==> src/rtl/instr_fetch_pkg.sv <==
// Shared fetch-stage definitions: reset address, instruction width, FSM states.
package instr_fetch_pkg;

  localparam int unsigned ILEN = 32;
  localparam logic [31:0] RESET_PC_DEFAULT = 32'h0000_8000;

  // REQ: a request is pending; WAIT: one request outstanding.
  typedef enum logic {
    REQ  = 1'b0,
    WAIT = 1'b1
  } fetch_state_e;

endpackage

==> src/rtl/instr_fetch_if.sv <==
// Instruction-memory request/response channel plus the fetch-to-decode handoff.
interface instr_fetch_if;
  import instr_fetch_pkg::*;

  logic            imem_req_valid;
  logic            imem_req_ready;
  logic [31:0]     imem_req_addr;
  logic            imem_resp_valid;
  logic [ILEN-1:0] imem_resp_data;
  logic            if_valid;
  logic            id_ready;
  logic [ILEN-1:0] if_instr;
  logic [31:0]     if_pc;
  logic [31:0]     if_pc_plus4;

  // Fetch stage side.
  modport master (
    output imem_req_valid, imem_req_addr,
    input  imem_req_ready,
    input  imem_resp_valid, imem_resp_data,
    output if_valid, if_instr, if_pc, if_pc_plus4,
    input  id_ready
  );

  // Memory / decode side.
  modport slave (
    input  imem_req_valid, imem_req_addr,
    output imem_req_ready,
    output imem_resp_valid, imem_resp_data,
    input  if_valid, if_instr, if_pc, if_pc_plus4,
    output id_ready
  );

endinterface

==> src/rtl/instr_fetch.sv <==
// Fetch stage: owns the fetch PC, keeps one imem request in flight and hands
// instructions to decode through a one-entry valid/ready output register.
module instr_fetch
  import instr_fetch_pkg::*;
#(
  parameter logic [31:0] RESET_PC = RESET_PC_DEFAULT
) (
  input  logic          clk,
  input  logic          rstn,
  input  logic          redirect_valid,
  input  logic [31:0]   redirect_pc,
  instr_fetch_if.master bus
);

  fetch_state_e    state_q, state_d;
  logic            drop_q, drop_d;
  logic [31:0]     fetch_pc_q, fetch_pc_d;
  logic            if_valid_q, if_valid_d;
  logic [ILEN-1:0] if_instr_q, if_instr_d;
  logic [31:0]     if_pc_q, if_pc_d;
  logic [31:0]     if_pc_plus4_q, if_pc_plus4_d;
  logic            req_valid;
  logic            req_hs;

  // Request gating, next-state and output-register update.
  always_comb begin
    req_valid     = rstn && (state_q == REQ) && (!if_valid_q || bus.id_ready);
    req_hs        = req_valid && bus.imem_req_ready;
    state_d       = state_q;
    drop_d        = drop_q;
    fetch_pc_d    = fetch_pc_q;
    if_valid_d    = if_valid_q;
    if_instr_d    = if_instr_q;
    if_pc_d       = if_pc_q;
    if_pc_plus4_d = if_pc_plus4_q;

    if (if_valid_q && bus.id_ready) begin
      if_valid_d = 1'b0;
    end

    unique case (state_q)
      REQ: begin
        if (req_hs) begin
          state_d = WAIT;
        end
      end
      WAIT: begin
        if (bus.imem_resp_valid) begin
          state_d = REQ;
          drop_d  = 1'b0;
          if (!drop_q && !redirect_valid) begin
            if_instr_d    = bus.imem_resp_data;
            if_pc_d       = fetch_pc_q;
            if_pc_plus4_d = fetch_pc_q + 32'd4;
            if_valid_d    = 1'b1;
            fetch_pc_d    = fetch_pc_q + 32'd4;
          end
        end
      end
      default: state_d = REQ;
    endcase

    // Redirect overrides the above; any request still outstanding after this
    // edge targets the old PC, so its response must be discarded.
    if (redirect_valid) begin
      fetch_pc_d = redirect_pc & ~32'h3;
      if_valid_d = 1'b0;
      if (state_d == WAIT) begin
        drop_d = 1'b1;
      end
    end
  end

  // State and output registers with synchronous active-low reset.
  always_ff @(posedge clk) begin
    if (!rstn) begin
      state_q       <= REQ;
      drop_q        <= 1'b0;
      fetch_pc_q    <= RESET_PC;
      if_valid_q    <= 1'b0;
      if_instr_q    <= '0;
      if_pc_q       <= '0;
      if_pc_plus4_q <= '0;
    end else begin
      state_q       <= state_d;
      drop_q        <= drop_d;
      fetch_pc_q    <= fetch_pc_d;
      if_valid_q    <= if_valid_d;
      if_instr_q    <= if_instr_d;
      if_pc_q       <= if_pc_d;
      if_pc_plus4_q <= if_pc_plus4_d;
    end
  end

  assign bus.imem_req_valid = req_valid;
  assign bus.imem_req_addr  = fetch_pc_q;
  assign bus.if_valid       = if_valid_q;
  assign bus.if_instr       = if_instr_q;
  assign bus.if_pc          = if_pc_q;
  assign bus.if_pc_plus4    = if_pc_plus4_q;

endmodule

==> src/flat_wrapper.sv <==
// flat-port wrapper written by rule: the top's interface ports become plain ports
module instr_fetch_flat import instr_fetch_pkg::*;
#(
  parameter logic [31:0] RESET_PC = RESET_PC_DEFAULT
)
  (clk, rstn, redirect_valid, redirect_pc, bus_imem_req_valid, bus_imem_req_addr, bus_imem_req_ready, bus_imem_resp_valid, bus_imem_resp_data, bus_if_valid, bus_if_instr, bus_if_pc, bus_if_pc_plus4, bus_id_ready);
  instr_fetch_if bus_i ();
  input  logic clk;
  input  logic rstn;
  input  logic redirect_valid;
  input  logic [31:0] redirect_pc;
  output wire logic [$bits(bus_i.imem_req_valid)-1:0] bus_imem_req_valid;
  output wire logic [$bits(bus_i.imem_req_addr)-1:0] bus_imem_req_addr;
  input wire logic [$bits(bus_i.imem_req_ready)-1:0] bus_imem_req_ready;
  input wire logic [$bits(bus_i.imem_resp_valid)-1:0] bus_imem_resp_valid;
  input wire logic [$bits(bus_i.imem_resp_data)-1:0] bus_imem_resp_data;
  output wire logic [$bits(bus_i.if_valid)-1:0] bus_if_valid;
  output wire logic [$bits(bus_i.if_instr)-1:0] bus_if_instr;
  output wire logic [$bits(bus_i.if_pc)-1:0] bus_if_pc;
  output wire logic [$bits(bus_i.if_pc_plus4)-1:0] bus_if_pc_plus4;
  input wire logic [$bits(bus_i.id_ready)-1:0] bus_id_ready;
  assign bus_imem_req_valid = bus_i.imem_req_valid;
  assign bus_imem_req_addr = bus_i.imem_req_addr;
  assign bus_i.imem_req_ready = bus_imem_req_ready;
  assign bus_i.imem_resp_valid = bus_imem_resp_valid;
  assign bus_i.imem_resp_data = bus_imem_resp_data;
  assign bus_if_valid = bus_i.if_valid;
  assign bus_if_instr = bus_i.if_instr;
  assign bus_if_pc = bus_i.if_pc;
  assign bus_if_pc_plus4 = bus_i.if_pc_plus4;
  assign bus_i.id_ready = bus_id_ready;
  instr_fetch #(.RESET_PC(RESET_PC)) u_core (.clk(clk), .rstn(rstn), .redirect_valid(redirect_valid), .redirect_pc(redirect_pc), .bus(bus_i));
endmodule
==> config.mk <==
export PLATFORM = sky130hd
export DESIGN_NAME = instr_fetch_flat
export DESIGN_NICKNAME = d
export VERILOG_FILES = /design/src/rtl/instr_fetch_pkg.sv /design/src/rtl/instr_fetch_if.sv /design/src/rtl/instr_fetch.sv /design/src/flat_wrapper.sv
export SDC_FILE = /design/constraint.sdc
export NUM_CORES = 1
export LEC_CHECK = 0
export BUFFER_PORTS_ARGS = -buffer_cell sky130_fd_sc_hd__buf_2
export CORE_ASPECT_RATIO = 0.75
export CORE_UTILIZATION = 39
export DETAILED_ROUTE_END_ITERATION = 10
export PLACE_DENSITY = 0.65
export SYNTH_ARGS = -nofsm -noshare
export SYNTH_HDL_FRONTEND = slang
export SYNTH_SLANG_ARGS = --single-unit
==> constraint.sdc <==
create_clock -name clk -period 2.1 [get_ports clk]
set_input_delay 0.42 -clock clk [delete_from_list [all_inputs] [get_ports clk]]
set_output_delay 0.42 -clock clk [all_outputs]
set_load 0.02 [all_outputs]
==> flow_results.xml, run 1 <==
<?xml version="1.0" encoding="UTF-8"?>
<metrics>
  <group name="outcome">
    <metric name="status" unit="">completed</metric>
  </group>
  <group name="timing">
    <metric name="finalHoldViolations" unit="">0</metric>
    <metric name="setup_viol_count_final" unit="">0</metric>
    <metric name="period_needed" unit="ns">1.98</metric>
    <metric name="finalMaxSlewViolations" unit="">0</metric>
    <metric name="totalNegativeSetupSlack" unit="ns">0</metric>
    <metric name="timing.hold.ws" unit="ns">0.243</metric>
    <metric name="finalClockSkew" unit="ns">0.00686</metric>
    <metric name="grt_setup_unrepaired" unit="">no</metric>
    <metric name="maxClockFrequency" unit="GHz">0.506</metric>
    <metric name="min_period_over_period" unit="%">94.1</metric>
  </group>
  <group name="floorplan">
    <metric name="core_region_area" unit="um^2">13800</metric>
    <metric name="initial_core_util" unit="%">40.2</metric>
    <metric name="die-width" unit="um">140</metric>
    <metric name="die_area" unit="um^2">14700</metric>
    <metric name="core.rowCount" unit="">37</metric>
    <metric name="floorplan.io_pins" unit="">200</metric>
    <metric name="die-height" unit="um">105</metric>
  </group>
  <group name="layout">
    <metric name="finish.cell_count_without_fillers" unit="">1089</metric>
    <metric name="synthToLayoutAreaGrowth" unit="%">36.3</metric>
    <metric name="nFillCells" unit="">1323</metric>
    <metric name="nNetsFinal" unit="">972</metric>
    <metric name="drive_above_1_share" unit="%">31.8</metric>
    <metric name="finalCoreUtilization" unit="%">54.8</metric>
    <metric name="regArea" unit="um^2">2500</metric>
    <metric name="multi_input_comb_area" unit="um^2">2750</metric>
    <metric name="insertedDiodeCount" unit="">0</metric>
  </group>
  <group name="clock_tree">
    <metric name="clock_transition_at_the_register_clock_pins_on_the_worst_setup_and_hold_paths_after_cts" unit="ns">0.06</metric>
    <metric name="total_cts_buffers" unit="">17</metric>
    <metric name="postCtsHoldBufs" unit="">0</metric>
    <metric name="htree_levels" unit="">4</metric>
    <metric name="cts.root.buffer_cell" unit="">clkbuf_16</metric>
    <metric name="clkSinkCount" unit="">125</metric>
    <metric name="clock_tree_from_tritoncts" unit="">built</metric>
    <metric name="cts_buffer_depth" unit="">2</metric>
    <metric name="clk_latency" unit="ns">0.41</metric>
  </group>
  <group name="global_routing">
    <metric name="grt.overflow.total" unit="">0</metric>
    <metric name="track_usage" unit="%">24.7</metric>
    <metric name="number_of_global_route_vias_before_repair" unit="">5267</metric>
    <metric name="grt_start_max_net_pins" unit="">51</metric>
    <metric name="grt_antenna_before_repair" unit="">0</metric>
    <metric name="grt_pass1_wl" unit="um">28300</metric>
  </group>
  <group name="power_and_ir_drop">
    <metric name="vdd_ir_drop_max" unit="mV">0.662</metric>
    <metric name="p_leak" unit="nW">3.13</metric>
    <metric name="power.density_cell_area" unit="nW/um^2">832</metric>
    <metric name="power" unit="mW">6.29</metric>
  </group>
  <group name="setup_path">
    <metric name="timing.critical_path.from_type" unit="">register</metric>
    <metric name="criticalPathCategory" unit="">reg -&gt; reg</metric>
    <metric name="crit_end_category" unit="">register</metric>
    <metric name="maximum_fanout_count_along_the_critical_path" unit="">9</metric>
    <metric name="critPathArrivalTime" unit="ns">2.32</metric>
    <metric name="crit_required" unit="ns">2.44</metric>
  </group>
  <group name="yosys">
    <metric name="yosys_register_bits" unit="">125</metric>
    <metric name="async_flop_share" unit="%">0</metric>
    <metric name="yosysWarningCount" unit="">0</metric>
    <metric name="synth_area_per_cell" unit="um^2">7.93</metric>
    <metric name="dominantRegCellSynth" unit="">dfxtp_1</metric>
    <metric name="synth_area" unit="um^2">5540</metric>
    <metric name="sequential_share_of_the_synthesized_area" unit="%">45.1</metric>
    <metric name="count_of_mapped_cells_out_of_synthesis" unit="">699</metric>
    <metric name="synth_enable_flop_cells" unit="">0</metric>
    <metric name="synth.distinct_cells" unit="">46</metric>
  </group>
  <group name="place">
    <metric name="place_inst" unit="">1056</metric>
    <metric name="routability_cong" unit="">0.895</metric>
    <metric name="hpwl" unit="um">12700</metric>
    <metric name="port-buffer-count" unit="">191</metric>
  </group>
  <group name="route">
    <metric name="vias_per_cell" unit="">5.36</metric>
    <metric name="postRouteAntennaNets" unit="">0</metric>
    <metric name="finalWirelength" unit="um">18000</metric>
    <metric name="drt_pre_antenna_iters" unit="">5</metric>
    <metric name="drcViolationCount" unit="">0</metric>
    <metric name="drt-initial-drc-count" unit="">549</metric>
    <metric name="vias" unit="">5832</metric>
    <metric name="route.detailed.wl_per_inst" unit="um">16.5</metric>
  </group>
  <group name="hold_path">
    <metric name="holdCritPathClass" unit="">in -&gt; reg</metric>
  </group>
  <group name="run">
    <metric name="drv_cap" unit="">0</metric>
  </group>
</metrics>
[worst max-delay path: stages (launching register included)]
cell	delay (ns)
dfxtp_2	0.32
ha_1	0.24
nand4_1	0.14
or3_1	0.50
or4_1	0.55
a31oi_1	0.16
[cell type report]
type | instances | area share, %
tap | 175 | 2.90
clock inverter | 11 | 2.17
multi-input combinational | 502 | 36.4
clock buffer | 21 | 6.23
timing repair buffer | 251 | 18.9
sequential | 125 | 33.2
inverter | 4 | 0.199
[worst paths after layout]
check | from | endpoint | slack, ns | cells after the start
setup / recovery | u_core.bus.imem_req_addr[2]$_SDFFE_PN0P_ | u_core.bus.imem_req_addr[26]$_SDFFE_PN0P_ | 0.12 | 5
hold / removal | bus_imem_resp_data[13] | u_core.bus.if_instr[13]$_SDFFE_PN0P_ | 0.24 | 3
setup reg to reg | u_core.bus.imem_req_addr[2]$_SDFFE_PN0P_ | u_core.bus.imem_req_addr[26]$_SDFFE_PN0P_ | 0.12 | 5
hold reg to reg | u_core.bus.if_pc[10]$_SDFFE_PN0P_ | u_core.bus.if_pc[10]$_SDFFE_PN0P_ | 0.45 | 2
[state kept, by name, indices dropped and copies added, names as in the netlist]
register                  count
u_core.bus.imem_req_addr     30
u_core.bus.if_valid           1
u_core.drop_q                 1
u_core.state_q                1
u_core.bus.if_instr          32
u_core.bus.if_pc_plus4       30
u_core.bus.if_pc             30
[logic make-up after synthesis]
logic type                 count (synthesis)  share of synthesized area [%]
xor gates and xnor gates                  21                           3.32
adders and majority gates                  1                          0.226
other                                      1                         0.0676
AOI/OAI and AO/OA                        196                           20.5
buffers and inverters                     77                           5.91
DFF                                      125                           45.1
and+or+nand+nor                          277                           24.7
muxes                                      1                          0.181
[per-stage QoR]
step | worst slack [ns] | cell area (um^2)
after floorplan | 0.0934 | 5570
after global placement | 0.104 | 6910
after detailed placement | 0.0922 | 6910
after CTS | 0.104 | 7550
after global routing | 0.0269 | 7560
final | 0.123 | 7560
[synth_stat cells (all sizes together), types with 3 or more instances]
library cell,n,area [um^2]
nand2,138,518
xnor2,12,105
dfxtp,125,2500
a31oi,18,113
xor2,9,78.8
and4,10,87.6
or3,17,106
o21ai,54,270
nor4,11,75.1
a21oi,80,400
nand4,22,138
buf,24,129
and3,5,31.3
inv,4,15.0
or4,14,105
nor3,11,55.1
nor2,21,78.8
clkbuf,49,184
a211oi,16,120
or2,3,18.8
a311oi,6,52.6
nand3,13,65.1
nand2b,3,18.8
o31ai,12,90.1
[cell usage in the layout, fill, tap and decap left out, drive strengths merged, types with 2 or more instances in the layout]
cell	instances
and3b	2
o21ai	54
clkinvlp	2
or4	14
buf	251
dfxtp	125
a32oi	2
nand2	138
nand4	22
nor4	11
and4	10
a31oi	18
inv	4
nand3	13
xnor2	12
bufinv	4
and3	5
a211oi	16
a311oi	6
o31a	2
clkbuf	21
o31ai	12
and2	2
a21oi	80
xor2	9
or2	3
clkinv	5
nor3	11
nand2b	3
conb	6
or3	17
nor2	21
[per-layer routing]
layer  vias to the layer above  track usage (%)  routed length, um
li1                       2904                -                  -
met3                        25             5.22               1490
met1                      2656             35.6               8730
met5                         -                0                  0
met2                       247             36.3               7540
met4                         0             8.63                228
[power by group]
group	switching [mW]	internal, mW
clock	1.08	2.07
sequential	0.0634	2.45
combinational	0.389	0.238
[what timing repair did]
action / 4_1_cts / 5_1_grt
endpoints found under the setup margin: 0 / 2
setup buffers: 0 / 1
gates resized for setup: 0 / 1
Note: power is estimated with default switching activity, not from simulation.
==> run 2, diff against run 1 <==
- CORE_ASPECT_RATIO: 0.75 -> 0.9
- CORE_UTILIZATION: 39 -> 50
- PLACE_DENSITY: 0.65 -> 0.8
- TNS_END_PERCENT: not set -> 1
==> run 2 against run 1 <==
  * Clock skew is 0.0017 ns higher
  * Worst hold slack worse by 0.0070 ns
  * Maximum frequency shrank 2.8%
  * Final area shrank 1.7%
  * Clock-buffer cell count grew 2
  * Sequential power about the same
  * Critical endpoint unchanged
==> flow_results.xml, run 2 (same netlist as run 1, synthesis figures left out) <==
<?xml version="1.0" encoding="UTF-8"?>
<metrics>
  <group name="route">
    <metric name="finalWirelength" unit="um">17900</metric>
    <metric name="vias_per_cell" unit="">5.89</metric>
    <metric name="drt_pre_antenna_iters" unit="">5</metric>
    <metric name="drcViolationCount" unit="">0</metric>
    <metric name="route.detailed.wl_per_inst" unit="um">17.1</metric>
    <metric name="postRouteAntennaNets" unit="">0</metric>
    <metric name="drt-initial-drc-count" unit="">448</metric>
    <metric name="vias" unit="">6160</metric>
  </group>
  <group name="global_routing">
    <metric name="grt.overflow.total" unit="">0</metric>
    <metric name="grt_pass1_wl" unit="um">27300</metric>
    <metric name="grt_start_max_net_pins" unit="">42</metric>
    <metric name="grt_antenna_before_repair" unit="">0</metric>
    <metric name="track_usage" unit="%">30.7</metric>
    <metric name="number_of_global_route_vias_before_repair" unit="">5513</metric>
  </group>
  <group name="power_and_ir_drop">
    <metric name="power.density_cell_area" unit="nW/um^2">781</metric>
    <metric name="switching_pwr" unit="mW">1.52</metric>
    <metric name="internal_power" unit="mW">4.28</metric>
    <metric name="seq_power_share" unit="%">43.3</metric>
    <metric name="clkPwrFrac" unit="%">45.9</metric>
    <metric name="p_leak" unit="nW">3.06</metric>
    <metric name="power" unit="mW">5.80</metric>
    <metric name="comb_power_share" unit="%">10.8</metric>
    <metric name="vdd_ir_drop_max" unit="mV">0.578</metric>
    <metric name="power.switching_fraction" unit="%">26.2</metric>
  </group>
  <group name="clock_tree">
    <metric name="total_cts_buffers" unit="">17</metric>
    <metric name="htree_levels" unit="">4</metric>
    <metric name="cts.root.buffer_cell" unit="">clkbuf_16</metric>
    <metric name="clkSinkCount" unit="">125</metric>
    <metric name="clock_transition_at_the_register_clock_pins_on_the_worst_setup_and_hold_paths_after_cts" unit="ns">0.06</metric>
    <metric name="cts_buffer_depth" unit="">2</metric>
    <metric name="clk_latency" unit="ns">0.42</metric>
    <metric name="cts_post_setup_buffers_inserted" unit="">0</metric>
    <metric name="clock_tree_from_tritoncts" unit="">built</metric>
  </group>
  <group name="setup_path">
    <metric name="worstReg2RegStart" unit="">u_core.bus.imem_req_addr[12]$_SDFFE_PN0P_</metric>
    <metric name="r2r-end" unit="">u_core.bus.imem_req_addr[26]$_SDFFE_PN0P_</metric>
    <metric name="crit_end_category" unit="">register</metric>
    <metric name="ff2ff_path_depth" unit="">4</metric>
    <metric name="criticalPathCategory" unit="">reg -&gt; reg</metric>
    <metric name="critPathArrivalTime" unit="ns">2.38</metric>
    <metric name="timing.critical_path.from_type" unit="">register</metric>
    <metric name="internal_reg_to_reg_setup_slack" unit="ns">0.07</metric>
    <metric name="crit_required" unit="ns">2.44</metric>
    <metric name="maximum_fanout_count_along_the_critical_path" unit="">10</metric>
  </group>
  <group name="place">
    <metric name="dp_slack" unit="ns">0.149</metric>
    <metric name="hpwl" unit="um">12700</metric>
    <metric name="place_inst" unit="">1013</metric>
    <metric name="routability_cong" unit="">0.951</metric>
    <metric name="port-buffer-count" unit="">191</metric>
  </group>
  <group name="layout">
    <metric name="synthToLayoutAreaGrowth" unit="%">34.0</metric>
    <metric name="finish.cell_count_without_fillers" unit="">1046</metric>
    <metric name="largest_register_ff_count" unit="">32</metric>
    <metric name="most-common-layout-cells" unit="">191 x buf_2, 136 x nand2_1, 122 x dfxtp_1, 80 x a21oi_1</metric>
    <metric name="nFillCells" unit="">891</metric>
    <metric name="mostFrequentLayoutCell" unit="">buf_2</metric>
    <metric name="drive_above_1_share" unit="%">31.7</metric>
    <metric name="multi_input_comb_area" unit="um^2">2750</metric>
    <metric name="regArea" unit="um^2">2510</metric>
    <metric name="nNetsFinal" unit="">970</metric>
  </group>
  <group name="hold_path">
    <metric name="holdCritPathClass" unit="">in -&gt; reg</metric>
    <metric name="min_delay_worst_endpoint" unit="">u_core.bus.if_instr[8]$_SDFFE_PN0P_</metric>
    <metric name="hold_depth" unit="">3</metric>
    <metric name="timing.hold.worst.start" unit="">bus_imem_resp_data[8]</metric>
  </group>
  <group name="timing">
    <metric name="worst_slew_margin_rel" unit="%">60.1</metric>
    <metric name="finalHoldViolations" unit="">0</metric>
    <metric name="finalClockSkew" unit="ns">0.00856</metric>
    <metric name="grt_setup_unrepaired" unit="">no</metric>
    <metric name="timing.hold.ws" unit="ns">0.236</metric>
    <metric name="layout_setup_ws" unit="ns">0.0661</metric>
    <metric name="period_needed" unit="ns">2.03</metric>
    <metric name="min_period_over_period" unit="%">96.9</metric>
    <metric name="max_slew.worst_pin.slew" unit="ns">0.593</metric>
    <metric name="setup_viol_count_final" unit="">0</metric>
    <metric name="finalMaxSlewViolations" unit="">0</metric>
    <metric name="totalNegativeSetupSlack" unit="ns">0</metric>
    <metric name="maxClockFrequency" unit="GHz">0.492</metric>
  </group>
  <group name="floorplan">
    <metric name="die_area" unit="um^2">11500</metric>
    <metric name="core_region_area" unit="um^2">10800</metric>
    <metric name="initial_core_util" unit="%">51.3</metric>
    <metric name="core.rowCount" unit="">36</metric>
    <metric name="die-height" unit="um">102</metric>
    <metric name="floorplan.io_pins" unit="">200</metric>
    <metric name="die-width" unit="um">113</metric>
  </group>
  <group name="run">
    <metric name="drv_cap" unit="">0</metric>
  </group>
  <group name="outcome">
    <metric name="status" unit="">completed</metric>
  </group>
</metrics>
-- run 2: cell type report --
| cell class | instances | area share (%) |
|---|---|---|
| clock buffer | 23 | 6.44 |
| antenna | 1 | 0.0337 |
| clock inverter | 9 | 0.859 |
| sequential | 125 | 33.7 |
| timing repair buffer | 249 | 19.4 |
| tap | 133 | 2.24 |
| multi-input combinational | 502 | 37.1 |
| inverter | 4 | 0.202 |
-- run 2: what timing repair did --
item / CTS / global route
resized for setup: 0 / 3
setup endpoints to repair: 0 / 5
hold buffers: 0 / 0
-- run 2: power groups by stage --
stage	registers, mW	clock network [mW]	logic (mW)
floorplan	2.63	0	0.266
global placement	2.55	0	0.603
detailed placement	2.56	0	0.614
CTS	2.51	2.68	0.619
global route	2.52	2.78	0.673
finish	2.51	2.66	0.626
-- run 2: metrics by stage --
| step | cell area (um^2) | utilization (%) |
|---|---|---|
| finish | 7430 | 68.7 |
| global route | 7420 | 68.7 |
| detailed placement | 6880 | 63.6 |
| floorplan | 5570 | - |
| CTS | 7420 | 68.6 |
| global placement | 6880 | 63.6 |
-- run 2: worst max-delay path by stage --
stage / to / from / slack [ns] / cells past startpoint
3_3_place_gp: u_core.bus.if_pc_plus4[30]$_SDFFE_PN0P_ / u_core.bus.imem_req_addr[2]$_SDFFE_PN0P_ / 0.19 / 5
4_1_cts: u_core.bus.if_pc_plus4[30]$_SDFFE_PN0P_ / u_core.bus.imem_req_addr[2]$_SDFFE_PN0P_ / 0.11 / 5
3_5_place_dp: u_core.bus.if_pc_plus4[30]$_SDFFE_PN0P_ / u_core.bus.imem_req_addr[2]$_SDFFE_PN0P_ / 0.15 / 5
2_1_floorplan: u_core.bus.imem_req_addr[30]$_SDFFE_PN0P_ / u_core.bus.imem_req_addr[2]$_SDFFE_PN0P_ / 0.09 / 6
5_1_grt: u_core.bus.imem_req_addr[30]$_SDFFE_PN0P_ / u_core.bus.imem_req_addr[12]$_SDFFE_PN0P_ / 0.03 / 4
6_report: u_core.bus.imem_req_addr[26]$_SDFFE_PN0P_ / u_core.bus.imem_req_addr[12]$_SDFFE_PN0P_ / 0.07 / 4
-- run 2: layer usage --
metal	wire length [um]	up-vias	GRT usage [%]	part of all wire, %
met1	7340	2893	38.8	41
met5	0	-	0	0
li1	-	2901	-	-
met4	502	0	13.6	2.8
met2	8430	313	49.8	47
met3	1590	53	8.42	8.9
-- run 2: critical path: stages (launching register included) --
cell and delay (ns):
dfxtp_1 0.46, and4_1 0.37, nand4_1 0.36, or4_1 0.60, a31oi_1 0.17
==> run 3, diff against run 2 <==
- REMOVE_ABC_BUFFERS: not set -> 1
==> run 3 against run 2 <==
  * Maximum frequency rose by 3.0%
  * Non-clock buffer count decreased by 7
  * Die area stayed put
  * Highest routed layer unchanged
==> flow_results.xml, run 3 (same netlist as run 1, synthesis figures left out) <==
<?xml version="1.0" encoding="UTF-8"?>
<metrics>
  <group name="outcome">
    <metric name="status" unit="">completed</metric>
  </group>
  <group name="global_routing">
    <metric name="grt_start_max_net_pins" unit="">84</metric>
    <metric name="number_of_global_route_vias_before_repair" unit="">5310</metric>
    <metric name="track_usage" unit="%">28.3</metric>
    <metric name="grt_antenna_before_repair" unit="">0</metric>
    <metric name="grt_pass1_wl" unit="um">25700</metric>
    <metric name="grt.overflow.total" unit="">0</metric>
  </group>
  <group name="route">
    <metric name="drcViolationCount" unit="">0</metric>
    <metric name="vias" unit="">5982</metric>
    <metric name="vias_per_cell" unit="">5.77</metric>
    <metric name="route.detailed.wl_per_inst" unit="um">16.1</metric>
    <metric name="drt-initial-drc-count" unit="">465</metric>
    <metric name="drt_pre_antenna_iters" unit="">6</metric>
    <metric name="finalWirelength" unit="um">16700</metric>
    <metric name="postRouteAntennaNets" unit="">0</metric>
  </group>
  <group name="layout">
    <metric name="finish.cell_count_without_fillers" unit="">1037</metric>
    <metric name="insertedDiodeCount" unit="">0</metric>
    <metric name="finalCoreUtilization" unit="%">68.5</metric>
    <metric name="most-common-layout-cells" unit="">191 x buf_2, 136 x nand2_1, 125 x dfxtp_1, 80 x a21oi_1, 54 x o21ai_0</metric>
    <metric name="mostFrequentLayoutCell" unit="">buf_2</metric>
    <metric name="nNetsFinal" unit="">963</metric>
    <metric name="synthToLayoutAreaGrowth" unit="%">33.6</metric>
    <metric name="largest_register_ff_count" unit="">32</metric>
    <metric name="drive_above_1_share" unit="%">30.5</metric>
  </group>
  <group name="setup_path">
    <metric name="worstReg2RegStart" unit="">u_core.bus.imem_req_addr[6]$_SDFFE_PN0P_</metric>
    <metric name="critical-path-max-stage-delay" unit="ns">0.54</metric>
    <metric name="crit_required" unit="ns">2.44</metric>
    <metric name="criticalPathCategory" unit="">reg -&gt; reg</metric>
    <metric name="maximum_fanout_count_along_the_critical_path" unit="">9</metric>
    <metric name="path_cells" unit="">nand4_1 -&gt; or3_1 -&gt; or4_1 -&gt; a31oi_1</metric>
    <metric name="crit_end_category" unit="">register</metric>
    <metric name="timing.critical_path.from_type" unit="">register</metric>
    <metric name="cpMaxStageDelayCell" unit="">or4_1</metric>
    <metric name="cp-startpoint" unit="">u_core.bus.imem_req_addr[6]$_SDFFE_PN0P_</metric>
    <metric name="critPathArrivalTime" unit="ns">2.31</metric>
  </group>
  <group name="hold_path">
    <metric name="timing.hold.worst.start" unit="">bus_imem_resp_data[13]</metric>
    <metric name="holdCritPathClass" unit="">in -&gt; reg</metric>
  </group>
  <group name="timing">
    <metric name="worst_slew_margin_rel" unit="%">53.0</metric>
    <metric name="maxClockFrequency" unit="GHz">0.507</metric>
    <metric name="finalMaxSlewViolations" unit="">0</metric>
    <metric name="period_needed" unit="ns">1.97</metric>
    <metric name="finalClockSkew" unit="ns">0.00578</metric>
    <metric name="min_period_over_period" unit="%">94.0</metric>
    <metric name="setup_viol_count_final" unit="">0</metric>
    <metric name="finalHoldViolations" unit="">0</metric>
    <metric name="grt_setup_unrepaired" unit="">no</metric>
    <metric name="max_slew.worst_pin.slew" unit="ns">0.705</metric>
    <metric name="totalNegativeSetupSlack" unit="ns">0</metric>
    <metric name="layout_setup_ws" unit="ns">0.126</metric>
  </group>
  <group name="clock_tree">
    <metric name="clkSinkCount" unit="">125</metric>
    <metric name="clk_latency" unit="ns">0.42</metric>
    <metric name="total_cts_buffers" unit="">17</metric>
    <metric name="clock_tree_from_tritoncts" unit="">built</metric>
    <metric name="htree_levels" unit="">4</metric>
    <metric name="postCtsHoldBufs" unit="">0</metric>
    <metric name="cts.root.buffer_cell" unit="">clkbuf_16</metric>
    <metric name="cts_post_setup_buffers_inserted" unit="">0</metric>
    <metric name="clock_transition_at_the_register_clock_pins_on_the_worst_setup_and_hold_paths_after_cts" unit="ns">0.05</metric>
    <metric name="cts_buffer_depth" unit="">2</metric>
  </group>
  <group name="place">
    <metric name="dp_slack" unit="ns">0.122</metric>
    <metric name="port-buffer-count" unit="">191</metric>
    <metric name="place_inst" unit="">1006</metric>
    <metric name="hpwl" unit="um">11400</metric>
    <metric name="routability_cong" unit="">0.923</metric>
  </group>
  <group name="power_and_ir_drop">
    <metric name="p_leak" unit="nW">3.06</metric>
    <metric name="vdd_ir_drop_max" unit="mV">0.638</metric>
    <metric name="power.density_cell_area" unit="nW/um^2">803</metric>
    <metric name="power" unit="mW">5.95</metric>
  </group>
  <group name="run">
    <metric name="drv_cap" unit="">0</metric>
  </group>
  <group name="floorplan">
    <metric name="die_area" unit="um^2">11500</metric>
    <metric name="initial_core_util" unit="%">51.3</metric>
    <metric name="die-width" unit="um">113</metric>
    <metric name="floorplan.io_pins" unit="">200</metric>
    <metric name="core.rowCount" unit="">36</metric>
    <metric name="die-height" unit="um">102</metric>
    <metric name="core_region_area" unit="um^2">10800</metric>
  </group>
</metrics>
run 3: cell types whose count changed in the layout (fill, tap and decap cells not counted):
cell / delta
and4_2: -1
and4_1: +1
bufinv_16: +2
dfxtp_2: -3
buf_12: +1
clkinv_2: +2
clkinv_4: -1
clkbuf_1: +1
clkinvlp_4: -5
buf_4: -8
dfxtp_1: +3
diode_2: -1
run 3: area by class of cell:
| class | count | area [um^2] |
|---|---|---|
| Inverter | 4 | 15.0 |
| Clock inverter | 7 | 87.6 |
| Sequential cell | 125 | 2500 |
| Clock buffer | 24 | 482 |
| Multi-Input combinational cell | 502 | 2750 |
| Tap cell | 133 | 166 |
| Timing Repair Buffer | 242 | 1400 |
| Fill cell | 903 | 3400 |
run 3: through the flow:
step                area, um^2  hold slack (ns)
finish                    7410            0.244
global route              7410            0.234
CTS                       7400            0.236
detailed placement        6840            0.443
global placement          6840            0.438
floorplan                 5250            0.498
run 3: final timing paths:
check | end | depth (start not counted) | slack, ns
worst max register to register | u_core.bus.imem_req_addr[30]$_SDFFE_PN0P_ | 4 | 0.13
worst min register to register | u_core.bus.if_instr[27]$_SDFFE_PN0P_ | 2 | 0.45
worst min-delay path | u_core.bus.if_instr[13]$_SDFFE_PN0P_ | 3 | 0.24
worst max-delay path | u_core.bus.imem_req_addr[30]$_SDFFE_PN0P_ | 4 | 0.13
run 3: critical path: cells and delay by family, from the launching register on:
family,cells,cell delay [ns]
and+or+nand+nor,3,1.24
DFF,1,0.48
AOI/OAI and AO/OA,1,0.18
run 3: layer usage:
layer,vias to the layer above,wire (um),track usage (%)
li1,2874,-,-
met5,-,0,0
met1,2793,7070,35.8
met3,42,1190,6.41
met4,0,447,11.6
met2,273,7970,47.2
run 3: power by group:
| group | internal [mW] | switching, mW | leakage, nW | total (mW) |
|---|---|---|---|---|
| Clock | 1.82 | 1.00 | 0.280 | 2.83 |
| Sequential | 2.45 | 0.0680 | 1.02 | 2.51 |
| Combinational | 0.234 | 0.373 | 1.77 | 0.608 |
| Total | 4.50 | 1.44 | 3.06 | 5.95 |
run 3: what timing repair did:
action | 4_1_cts | 5_1_grt
resized for setup | 0 | 1
hold endpoints to repair | 0 | 0
endpoints found under the setup margin | 0 | 1
